<file path="src/rtl/bcd_display_scan.sv">
// Multiplexed 7-segment scanner for packed BCD digits.
// A load request captures a digit snapshot. The snapshot is applied only at a
// frame boundary, so a refresh never shows a half-updated value. The applied
// digits are then time-multiplexed onto one shared, active-low segment bus.
// The scanner also provides leading-zero blanking and a sticky invalid-code
// flag.
module bcd_display_scan #(
    parameter int N_DIGITS    = 2,
    parameter int REFRESH_DIV = 50000
) (
    input  logic                  clk,
    input  logic                  reset,
    input  logic [4*N_DIGITS-1:0] digit_in,
    input  logic [N_DIGITS-1:0]   dp_in,
    input  logic                  load,
    input  logic                  blank_lz,
    output logic [6:0]            seg_n,
    output logic                  dp_n,
    output logic [N_DIGITS-1:0]   an_n,
    output logic                  load_ack,
    output logic                  frame_done,
    output logic                  err
);

    localparam int PRE_W = (REFRESH_DIV > 1) ? $clog2(REFRESH_DIV) : 1;
    localparam int IDX_W = (N_DIGITS > 1) ? $clog2(N_DIGITS) : 1;
    localparam logic [PRE_W-1:0] PRE_LAST = PRE_W'(REFRESH_DIV - 1);
    localparam logic [IDX_W-1:0] IDX_LAST = IDX_W'(N_DIGITS - 1);

    // Scan timing state
    logic [PRE_W-1:0]      prescaler;
    logic [IDX_W-1:0]      idx;
    logic                  started;

    // Snapshot state: the held request and the digits currently on display
    logic                  pending;
    logic [4*N_DIGITS-1:0] sample_digits;
    logic [N_DIGITS-1:0]   sample_dp;
    logic [4*N_DIGITS-1:0] shadow_digits;
    logic [N_DIGITS-1:0]   shadow_dp;

    // Combinational helpers for the next display update
    logic                  tick;
    logic [IDX_W-1:0]      next_idx;
    logic                  boundary;
    logic                  apply;
    logic [4*N_DIGITS-1:0] new_digits;
    logic [N_DIGITS-1:0]   new_dp;
    logic [4*N_DIGITS-1:0] eff_digits;
    logic [N_DIGITS-1:0]   eff_dp;
    logic                  new_invalid;
    logic                  zero_run;
    logic [N_DIGITS-1:0]   lz_mask;
    logic [3:0]            cur_code;
    logic                  cur_dp;
    logic                  cur_lz;
    logic [N_DIGITS-1:0]   an_onehot;

    // Active-low segment pattern {g,f,e,d,c,b,a}; codes above 9 show a dash
    function automatic logic [6:0] seg_decode(input logic [3:0] code);
        logic [6:0] pattern;
        case (code)
            4'd0:    pattern = 7'h40;
            4'd1:    pattern = 7'h79;
            4'd2:    pattern = 7'h24;
            4'd3:    pattern = 7'h30;
            4'd4:    pattern = 7'h19;
            4'd5:    pattern = 7'h12;
            4'd6:    pattern = 7'h02;
            4'd7:    pattern = 7'h78;
            4'd8:    pattern = 7'h00;
            4'd9:    pattern = 7'h10;
            default: pattern = 7'h3F;
        endcase
        return pattern;
    endfunction

    // Tick, next slot, and whether this update applies a pending or bypassed snapshot
    always_comb begin
        tick       = (prescaler == PRE_LAST);
        next_idx   = '0;
        if (started && (idx != IDX_LAST)) begin
            next_idx = idx + IDX_W'(1);
        end
        boundary   = tick && (next_idx == '0);
        apply      = boundary && (pending || load);
        new_digits = load ? digit_in : sample_digits;
        new_dp     = load ? dp_in    : sample_dp;
        eff_digits = apply ? new_digits : shadow_digits;
        eff_dp     = apply ? new_dp     : shadow_dp;
    end

    // Flag any nibble of the snapshot being applied that is not a BCD digit
    always_comb begin
        new_invalid = 1'b0;
        for (int k = 0; k < N_DIGITS; k++) begin
            if (new_digits[4*k +: 4] > 4'd9) begin
                new_invalid = 1'b1;
            end
        end
    end

    // Mark digits that are zero together with every more significant digit
    always_comb begin
        zero_run = 1'b1;
        lz_mask  = '0;
        for (int k = N_DIGITS - 1; k >= 1; k--) begin
            zero_run   = zero_run & (eff_digits[4*k +: 4] == 4'd0);
            lz_mask[k] = zero_run;
        end
    end

    // Select the code, decimal point, blank status and anode for the next slot
    always_comb begin
        cur_code  = 4'd0;
        cur_dp    = 1'b0;
        cur_lz    = 1'b0;
        an_onehot = '0;
        for (int k = 0; k < N_DIGITS; k++) begin
            if (next_idx == IDX_W'(k)) begin
                cur_code     = eff_digits[4*k +: 4];
                cur_dp       = eff_dp[k];
                cur_lz       = lz_mask[k];
                an_onehot[k] = 1'b1;
            end
        end
    end

    // Free-running refresh prescaler, one tick every REFRESH_DIV cycles
    always_ff @(posedge clk or posedge reset) begin
        if (reset) begin
            prescaler <= '0;
        end else if (tick) begin
            prescaler <= '0;
        end else begin
            prescaler <= prescaler + PRE_W'(1);
        end
    end

    // Advance the lit digit on each tick; the first tick after reset always starts at digit 0
    always_ff @(posedge clk or posedge reset) begin
        if (reset) begin
            idx     <= '0;
            started <= 1'b0;
        end else if (tick) begin
            idx     <= next_idx;
            started <= 1'b1;
        end
    end

    // Hold the latest load request and move it into the shadow at a frame boundary
    always_ff @(posedge clk or posedge reset) begin
        if (reset) begin
            pending       <= 1'b0;
            sample_digits <= '0;
            sample_dp     <= '0;
            shadow_digits <= '0;
            shadow_dp     <= '0;
            err           <= 1'b0;
        end else if (apply) begin
            pending       <= 1'b0;
            shadow_digits <= new_digits;
            shadow_dp     <= new_dp;
            err           <= new_invalid;
        end else if (load) begin
            pending       <= 1'b1;
            sample_digits <= digit_in;
            sample_dp     <= dp_in;
        end
    end

    // Registered display outputs, refreshed only on a tick, plus the status pulses
    always_ff @(posedge clk or posedge reset) begin
        if (reset) begin
            seg_n      <= 7'h7F;
            dp_n       <= 1'b1;
            an_n       <= '1;
            load_ack   <= 1'b0;
            frame_done <= 1'b0;
        end else begin
            load_ack   <= apply;
            frame_done <= boundary;
            if (tick) begin
                if (blank_lz && cur_lz) begin
                    seg_n <= 7'h7F;
                    dp_n  <= 1'b1;
                    an_n  <= '1;
                end else begin
                    seg_n <= seg_decode(cur_code);
                    dp_n  <= ~cur_dp;
                    an_n  <= ~an_onehot;
                end
            end
        end
    end

endmodule

</file>
<file path="config.mk">
export PLATFORM = sky130hd
export DESIGN_NAME = bcd_display_scan
export DESIGN_NICKNAME = d
export VERILOG_FILES = /design/src/rtl/bcd_display_scan.sv
export SDC_FILE = /design/constraint.sdc
export NUM_CORES = 1
export LEC_CHECK = 0
export CORE_MARGIN = 4
export CORE_UTILIZATION = 55
export DETAILED_ROUTE_END_ITERATION = 6
export PLACE_DENSITY_LB_ADDON = 0.08
export SYNTH_ARGS = -nofsm -noshare
export SYNTH_HDL_FRONTEND = slang
export SYNTH_SLANG_ARGS = --single-unit
export TNS_END_PERCENT = 100
</file>
<file path="constraint.sdc">
create_clock -name clk -period 5.7 [get_ports clk]
set_input_delay 0.855 -clock clk [delete_from_list [all_inputs] [get_ports clk]]
set_output_delay 0.855 -clock clk [all_outputs]
set_load 0.1 [all_outputs]
</file>
==> impl_metrics.tcl, run 1 <==
set metrics [dict create \
    status "completed" \
    ios 27 \
    reg2reg_depth 9 \
    dp_hpwl_mm 3.67 \
    port_buffers 26 \
    grt_pass1_wl_mm 8.96 \
    root_buffer "clkbuf_8" \
    final_common_cell "dfrtp_1" \
    design_area_sq_um 3070 \
    fin_crit_sh 0.592 \
    crit_path_max_incr_delay_ns 0.86 \
    dp.cells 328 \
    ir_drop_uv 150 \
    max-clock-path-buffers 2 \
    syn_to_final_growth_pct 16.0 \
    yosysSeqAreaShare 0.497 \
    rr_endpoint "seg_n[5]" \
    die_area_sq_um 5980 \
    crit_required_ns 5.92 \
    grt_usage 0.183 \
    r2r_start "prescaler[5]" \
    hp-class "flop to flop" \
    drc 0 \
    drtPass1Iterations 4 \
    slew-limit-headroom 0.311 \
    instances_no_fill 336 \
    grt_antenna_before_repair 0 \
    cts_sinks 52 \
    synth_enable_flop_cells 0 \
    fin_skew_ns 0.00635 \
    wl_per_cell_microns 15.0 \
    min-delay-start "prescaler[0]" \
    h-tree-depth 2 \
    vias_per_cell 5.63 \
    route.vias.total 1893 \
    grt_util_met1 0.264 \
    grt_use_met2 0.296 \
    drt_iter0_drc 137 \
    tns_ns 0 \
    core_region_area_sq_um 4500 \
    fp.dieH_microns 77.4 \
    period_minus_slack_ns 3.37 \
    maxSlewViolCount 0 \
    worst_slack_ns 2.33 \
    synthCells 258 \
    drive_gt1_frac 0.144 \
    pre_cts_ws_ns 2.02 \
    cp_data_arrival_time_ns 3.60 \
    grt_pass1_vias 1902 \
    critPathKind "input pin to flop" \
    post_cts_resized 0 \
    num_antenna_cells 0 \
    globalRouteMet3Util 0.0266 \
    ant_nets 0 \
    postPlaceCellArea_sq_um 2940 \
    grt_busiest_layer "met2" \
    post_synth.cell_area_avg_sq_um 10.3 \
    setup_violations 0 \
    fp-row-count 24 \
    async_flop_share 1.00 \
    cellPowerDensity_nw_per_um2 228 \
    synthFlopType "dfrtp_1" \
    leakage_uw 0.00138 \
    path_clk_slew_ns 0.09 \
    cp-start-kind "input pin" \
    cts_buffers 5 \
    maxCapViolations 0 \
    rsz0062_at_grt "false" \
    routabilityCongestion 0.840 \
    start_util 0.587 \
    grt_max_degree 53 \
    min_to "prescaler[0]" \
    clock_latency_ns 0.30 \
    crit_chain "clkdlybuf4s50_1 > nor2_1 > o21ai_0 > a21oi_1 > inv_1 > ha_1 > nor3b_1 > mux2_2 > nor3_1" \
    final_cell_mix "dfrtp_1 (42), nand2_1 (32), clkdlybuf4s50_1 (26)" \
    syn-cell-area_sq_um 2650 \
    nets 304 \
    path_buf_inv 2 \
    grt-ovfl-total 0 \
    yosys_register_bits 52 \
    syn_nets 279 \
    timing.fmax_mhz 297 \
    rrSetupSlack_ns 2.73 \
    cp_max_fo 23 \
    worst_setup_path_end_kind "flop" \
    crit_family "buffers and inverters" \
    yosys_warnings 0 \
    finalWirelength_mm 5.04 \
    worst_slew_pin_slew_ns 1.03 \
    synth_cell_types 49 \
    die_w_microns 77.4 \
    cts_tree "yes" \
    holdBufCountCts 0 \
    hold_viol 0 \
    slowest_stage "clkdlybuf4s50_1" \
    worstHoldPathCells 1 \
    postCtsSetupRepairBufs 0 \
]
[state kept, by name (all words and copies together), names as in the netlist]
register / cells
started: 1
sample_digits: 8
err: 1
seg_n: 7
sample_dp: 2
idx: 1
dp_n: 1
an_n: 2
frame_done: 1
shadow_digits: 8
load_ack: 1
shadow_dp: 2
prescaler: 16
pending: 1
[synthesized netlist by cell type, types with 2 or more instances]
master    count  area (sq um)
or4b_1        2          20.0
clkbuf_1      7          26.3
dfstp_2      10           263
xnor2_1       4          35.0
nand3b_1      2          15.0
nand2b_1      3          18.8
xor2_1        9          78.8
nand2_1      32           120
nor3_1        6          30.0
nor2_1       24          90.1
mux2i_1       9          90.1
a31oi_1       2          12.5
ha_1          7          87.6
dfrtp_1      42          1050
o211ai_1      3          22.5
and3b_1       2          17.5
a211oi_1      4          30.0
a21oi_1      10          50.1
o21ai_0      18          90.1
and3_1        6          37.5
nand3_1      12          60.1
and2_1        3          18.8
mux2_2       11           124
inv_1         4          15.0
nor3b_1       2          15.0
[area by class of cell]
cell class | count | area [sq um]
fillers | 366 | 1440
flip-flops and latches | 52 | 1310
multi-input cells | 191 | 1270
repair buffers | 28 | 275
clock buffers | 7 | 96.3
well taps | 52 | 65.1
clock inverters | 1 | 30.0
inverters | 5 | 18.8
[through the flow]
stage / hold WS, ns / utilization / power (uW)
global placement: 0.447 / 0.653 / 435
floorplan: 0.425 / - / 417
detailed placement: 0.462 / 0.653 / 436
finish: 0.473 / 0.681 / 699
CTS: 0.474 / 0.681 / 708
global route: 0.502 / 0.681 / 732
[logic make-up after synthesis]
kind of cell	Yosys count	share of synthesized area
AND/OR/NAND/NOR	108	0.226
flip-flops	52	0.497
AO/OA/AOI/OAI	43	0.0975
multiplexers	20	0.0809
buffers and inverters	15	0.0232
XOR/XNOR	13	0.0430
adder cells (fa/ha/maj)	7	0.0331
[worst max-delay path by stage]
stage,startpoint,to,cells past startpoint
2_1_floorplan,prescaler[0],seg_n[5],12
3_3_place_gp,load,seg_n[5],9
3_5_place_dp,load,seg_n[5],9
4_1_cts,load,seg_n[5],9
5_1_grt,load,seg_n[5],9
6_report,load,seg_n[5],9
[routing by layer]
metal	share of wire	wire length, microns
met5	0	0
met4	0.0077	39
met3	0.033	166
met2	0.47	2370
met1	0.49	2460
[report_power, final]
part           leakage [uW]  internal, uW  total (uW)  switching, uW
Sequential         0.000648           376         381           4.85
Clock             0.0000645           155         271            116
Combinational      0.000669          22.3        46.6           24.4
Total               0.00138           554         699            145
Note: power is estimated with default switching activity, not from simulation.
==> run 2, diff against run 1 <==
CORE_UTILIZATION = 51   (was 55)
clock period = 2.9 ns   (was 5.7 ns; I/O delays follow)
==> run 2 against run 1 <==
Net effect: sequential cell count unchanged; first-iteration DRC count is 55% lower; worst hold slack worse by 0.0064 ns; core utilization is 4.9 points lower.
==> impl_metrics.tcl, run 2 (synthesized netlist as in run 1, its figures left out) <==
set metrics [dict create \
    status "completed" \
    drive_gt1_frac 0.215 \
    r2r_start "prescaler[7]" \
    cp-start-kind "flop" \
    postCtsSetupRepairBufs 0 \
    num_antenna_cells 0 \
    instances_no_fill 360 \
    setup_violations 0 \
    nets 313 \
    slew-limit-headroom 0.391 \
    final_common_cell "dfrtp_1" \
    post_cts_resized 0 \
    fin_crit_sh 0.886 \
    max-clock-path-buffers 2 \
    worst_setup_path_end_kind "flop" \
    path_clk_slew_ns 0.10 \
    grt_max_degree 46 \
    cts_tree "yes" \
    rsz0062_at_grt "false" \
    start_util 0.542 \
    crit_path_frequent_cell "a21oi_1" \
    grt_antenna_before_repair 0 \
    rr_endpoint "seg_n[5]" \
    die_area_sq_um 6400 \
    drt_iter0_drc 62 \
    holdBufCountCts 0 \
    min_to "prescaler[0]" \
    cp_data_arrival_time_ns 2.80 \
    grt-ovfl-total 0 \
    vias_per_cell 5.48 \
    routabilityCongestion 0.861 \
    min-delay-start "prescaler[0]" \
    worstHoldPathCells 1 \
    critPathKind "flop to flop" \
    hold_viol 0 \
    root_buffer "clkbuf_8" \
    route.vias.total 1971 \
    port_buffers 26 \
    largest_reg_flops 16 \
    maxCapViolations 0 \
    cellPowerDensity_nw_per_um2 411 \
    drtPass1Iterations 4 \
    grt_pass1_wl_mm 9.07 \
    final_cell_mix "dfrtp_1 (42), nand2_1 (32), nor2_1 (24), buf_4 (24), o21ai_0 (17)" \
    syn_to_final_growth_pct 16.7 \
    core_region_area_sq_um 4880 \
    cts_buffers 5 \
    crit_path_max_incr_delay_ns 0.59 \
    rrSetupSlack_ns 0.33 \
    worst_slew_pin_slew_ns 0.913 \
    cts_sinks 52 \
    fp.dieH_microns 80.0 \
    tns_ns 0 \
    design_area_sq_um 3090 \
    maxSlewViolCount 0 \
    timing.fmax_mhz 389 \
    top_regs "prescaler (16), sample_digits (8), shadow_digits (8)" \
    clock_latency_ns 0.31 \
    dp_hpwl_mm 3.75 \
    h-tree-depth 2 \
    ios 27 \
    slowest_stage "or4b_4" \
    leakage_uw 0.00142 \
    finalWirelength_mm 5.11 \
    cp_max_fo 5 \
    grt_usage 0.182 \
    hp-class "flop to flop" \
    dp.cells 352 \
    drc 0 \
    crit_required_ns 3.13 \
    fp-row-count 25 \
    grt_pass1_vias 1942 \
    fillerInstances 422 \
    regMostFlops "prescaler" \
    wl_per_cell_microns 14.2 \
    power_uw 1270 \
    reg2reg_depth 9 \
    period_minus_slack_ns 2.57 \
    crit_chain "or4b_4 > nor4_4 > a21oi_1 > a21oi_1 > inv_1 > ha_1 > nor3b_1 > mux2_2 > nor3_1" \
    ant_nets 0 \
    ir_drop_uv 243 \
    die_w_microns 80.0 \
    postPlaceCellArea_sq_um 3000 \
    fin_skew_ns 0.0132 \
]
[run 2: cell types whose count changed in the layout (fill, tap and decap cells not counted), sizes merged]
cell,previous run,this run
clkinvlp,0,1
inv,5,6
clkbuf,7,5
clkinv,0,1
bufinv,1,0
clkdlybuf4s50,26,13
buf,2,24
[run 2: area by class of cell]
type	instances	area, sq um	share of cell area
Clock buffer	5	68.8	0.0223
Sequential cell	52	1310	0.426
Clock inverter	3	21.3	0.00689
Inverter	5	18.8	0.00608
Timing Repair Buffer	37	310	0.101
Multi-Input combinational cell	191	1270	0.411
Tap cell	67	83.8	0.0272
[run 2: worst max path at each step]
stage | slack, ns | depth (start not counted) | start | end
2_1_floorplan | 0.36 | 12 | prescaler[0] | seg_n[5]
3_3_place_gp | 0.26 | 11 | load | seg_n[5]
3_5_place_dp | 0.21 | 7 | load | seg_n[5]
4_1_cts | 0.32 | 9 | prescaler[7] | seg_n[5]
5_1_grt | 0.14 | 9 | prescaler[7] | seg_n[5]
6_report | 0.33 | 9 | prescaler[7] | seg_n[5]
[run 2: per-stage QoR]
stage	util	hold WS [ns]	worst slack, ns
2_1_floorplan	-	0.425	0.356
3_3_place_gp	0.614	0.450	0.257
3_5_place_dp	0.614	0.444	0.210
4_1_cts	0.633	0.466	0.325
5_1_grt	0.633	0.479	0.136
6_report	0.633	0.467	0.330
[run 2: critical path: cells and delay by family, from the launching register on]
family                   cells  cell delay (ns)
flip-flops                   1             0.46
AO/OA/AOI/OAI                2             0.30
adder cells (fa/ha/maj)      1             0.21
buffers and inverters        1             0.11
multiplexers                 1             0.29
AND/OR/NAND/NOR              4             1.11
[run 2: report_power, final]
group          internal [uW]  switching, uW
clock                    172            252
sequential               740           9.81
combinational           46.9           49.0
[run 2: metal layers]
| metal | wire, microns | global-route usage |
|---|---|---|
| met5 | 0 | 0 |
| met4 | 66 | 0.0693 |
| met2 | 2420 | 0.296 |
| met1 | 2460 | 0.238 |
| met3 | 158 | 0.0384 |
==> run 3, diff against run 2 <==
CAP_MARGIN = 30   (was default)
CORE_UTILIZATION = 55   (was 51)
clock period = 2.5 ns   (was 2.9 ns; I/O delays follow)
==> run 3 against run 2 <==
Net effect: core utilization grew 9.5 points; global-route usage grew 1.1 points; power grew 23%; clock skew shrank 0.0088 ns; sequential power grew 16%; sequential cell count is the same; critical path type unchanged; largest power group unchanged.
==> impl_metrics.tcl, run 3 (synthesized netlist as in run 1, its figures left out) <==
set metrics [dict create \
    status "completed" \
    maxSlewViolCount 0 \
    fillerInstances 335 \
    ir_drop_uv 321 \
    drt_iter0_drc 107 \
    top_regs "prescaler (16), sample_digits (8), shadow_digits (8)" \
    hold_viol 0 \
    p_int_uw 1220 \
    path_clk_slew_ns 0.09 \
    vias_per_cell 5.65 \
    period_minus_slack_ns 2.41 \
    syn_to_final_growth_pct 24.0 \
    grt-ovfl-total 0 \
    grt_antenna_before_repair 0 \
    grt_pass1_wl_mm 9.38 \
    route.vias.total 2039 \
    die_area_sq_um 5980 \
    cts_sinks 52 \
    cp-start-kind "flop" \
    leakage_uw 0.00154 \
    die_w_microns 77.4 \
    maxCapViolations 0 \
    worst_setup_path_end_kind "flop" \
    holdBufCountCts 0 \
    max-clock-path-buffers 2 \
    grt_pass1_vias 2007 \
    routabilityCongestion 0.850 \
    fp-row-count 24 \
    critPathKind "flop to flop" \
    drc 0 \
    timing.fmax_mhz 415 \
    clock_power_share 0.366 \
    pre_cts_ws_ns -0.0631 \
    h-tree-depth 2 \
    grt_usage 0.194 \
    hp-class "input pin to asynchronous set/reset pin" \
    num_antenna_cells 0 \
    root_buffer "clkbuf_8" \
    start_util 0.587 \
    ant_nets 0 \
    cts_tree "yes" \
    slew-limit-headroom 0.595 \
    ios 27 \
    p_seq_frac 0.555 \
    power_uw 1570 \
    dp_hpwl_mm 4.03 \
    multi_input_area_sq_um 1330 \
    crit_required_ns 2.73 \
    fp.dieH_microns 77.4 \
    fin_skew_ns 0.00432 \
    power.switching_uw 342 \
    worst_slack_ns 0.0915 \
    wl_per_cell_microns 14.9 \
    cellPowerDensity_nw_per_um2 478 \
    final_common_cell "dfrtp_1" \
    ff_latch_area_sq_um 1310 \
    finalWirelength_mm 5.37 \
    drtPass1Iterations 4 \
    clock_latency_ns 0.30 \
    power_frac_comb 0.079 \
    drive_gt1_frac 0.278 \
    setup_violations 0 \
    switching_share 0.218 \
    nets 329 \
    worst_slew_pin_slew_ns 0.608 \
    core_region_area_sq_um 4500 \
    fin_crit_sh 0.963 \
    grt_max_degree 30 \
    regMostFlops "prescaler" \
    cts_buffers 5 \
    cp_data_arrival_time_ns 2.64 \
    final_cell_mix "dfrtp_1 (42), buf_4 (39), nand2_1 (31)" \
    largest_reg_flops 16 \
    port_buffers 26 \
    cp_max_fo 3 \
]
==> run 3: per-layer routing <==
layer,vias up,global-route usage,part of all wire
met3,4,0.0347,0.037
met5,-,0,0
met1,988,0.265,0.47
met4,0,0.0623,0.011
li1,1009,-,-
met2,38,0.314,0.48
==> run 3: power groups by stage <==
stage	Clock (uW)	Combinational, uW	Sequential [uW]
2_1_floorplan	0	68.4	882
3_3_place_gp	0	122	885
5_1_grt	622	140	872
3_5_place_dp	0	125	885
6_report	573	124	869
4_1_cts	590	125	869
==> run 3: timing repair <==
| item | in CTS | in global routing |
|---|---|---|
| buffers inserted | 0 | 1 |
| resized for setup | 0 | 9 |
| setup endpoints to repair | 0 | 7 |
==> run 3: worst max-delay path: stages, from the launching register on <==
cell and delay (ns):
dfrtp_1 0.41, or4b_4 0.56, nor4_4 0.25, a21oi_1 0.13, a21oi_2 0.18, inv_2 0.07, ha_1 0.19, nor3b_1 0.14
mux2_2 0.28, nor3_1 0.13
==> run 3: layout make-up <==
type,instances,area share
repair buffers,53,0.135
multi-input cells,191,0.405
well taps,52,0.0198
clock inverters,2,0.0118
inverters,5,0.00572
clock buffers,6,0.0221
flip-flops and latches,52,0.401
==> run 3: final timing paths <==
path	from	end	slack, ns	cells past startpoint
min	reset	load_ack	0.42	2
max reg2reg	prescaler[5]	seg_n[5]	0.09	9
max	prescaler[5]	seg_n[5]	0.09	9
min in group clk	an_n[0]	an_n[0]	0.49	2
max in group asynchronous	reset	seg_n[4]	1.47	3
min reg2reg	an_n[0]	an_n[0]	0.49	2
==> run 3: through the flow <==
step | area, sq um | util | cells | hold WS (ns) | setup TNS (ns)
finish | 3280 | 0.728 | 361 | 0.425 | 0
global route | 3280 | 0.728 | 361 | 0.460 | -0.0399
detailed placement | 3120 | 0.692 | 352 | 0.471 | -0.119
CTS | 3230 | 0.716 | 360 | 0.425 | 0
floorplan | 2660 | - | 258 | 0.425 | 0
global placement | 3120 | 0.692 | 352 | 0.446 | 0
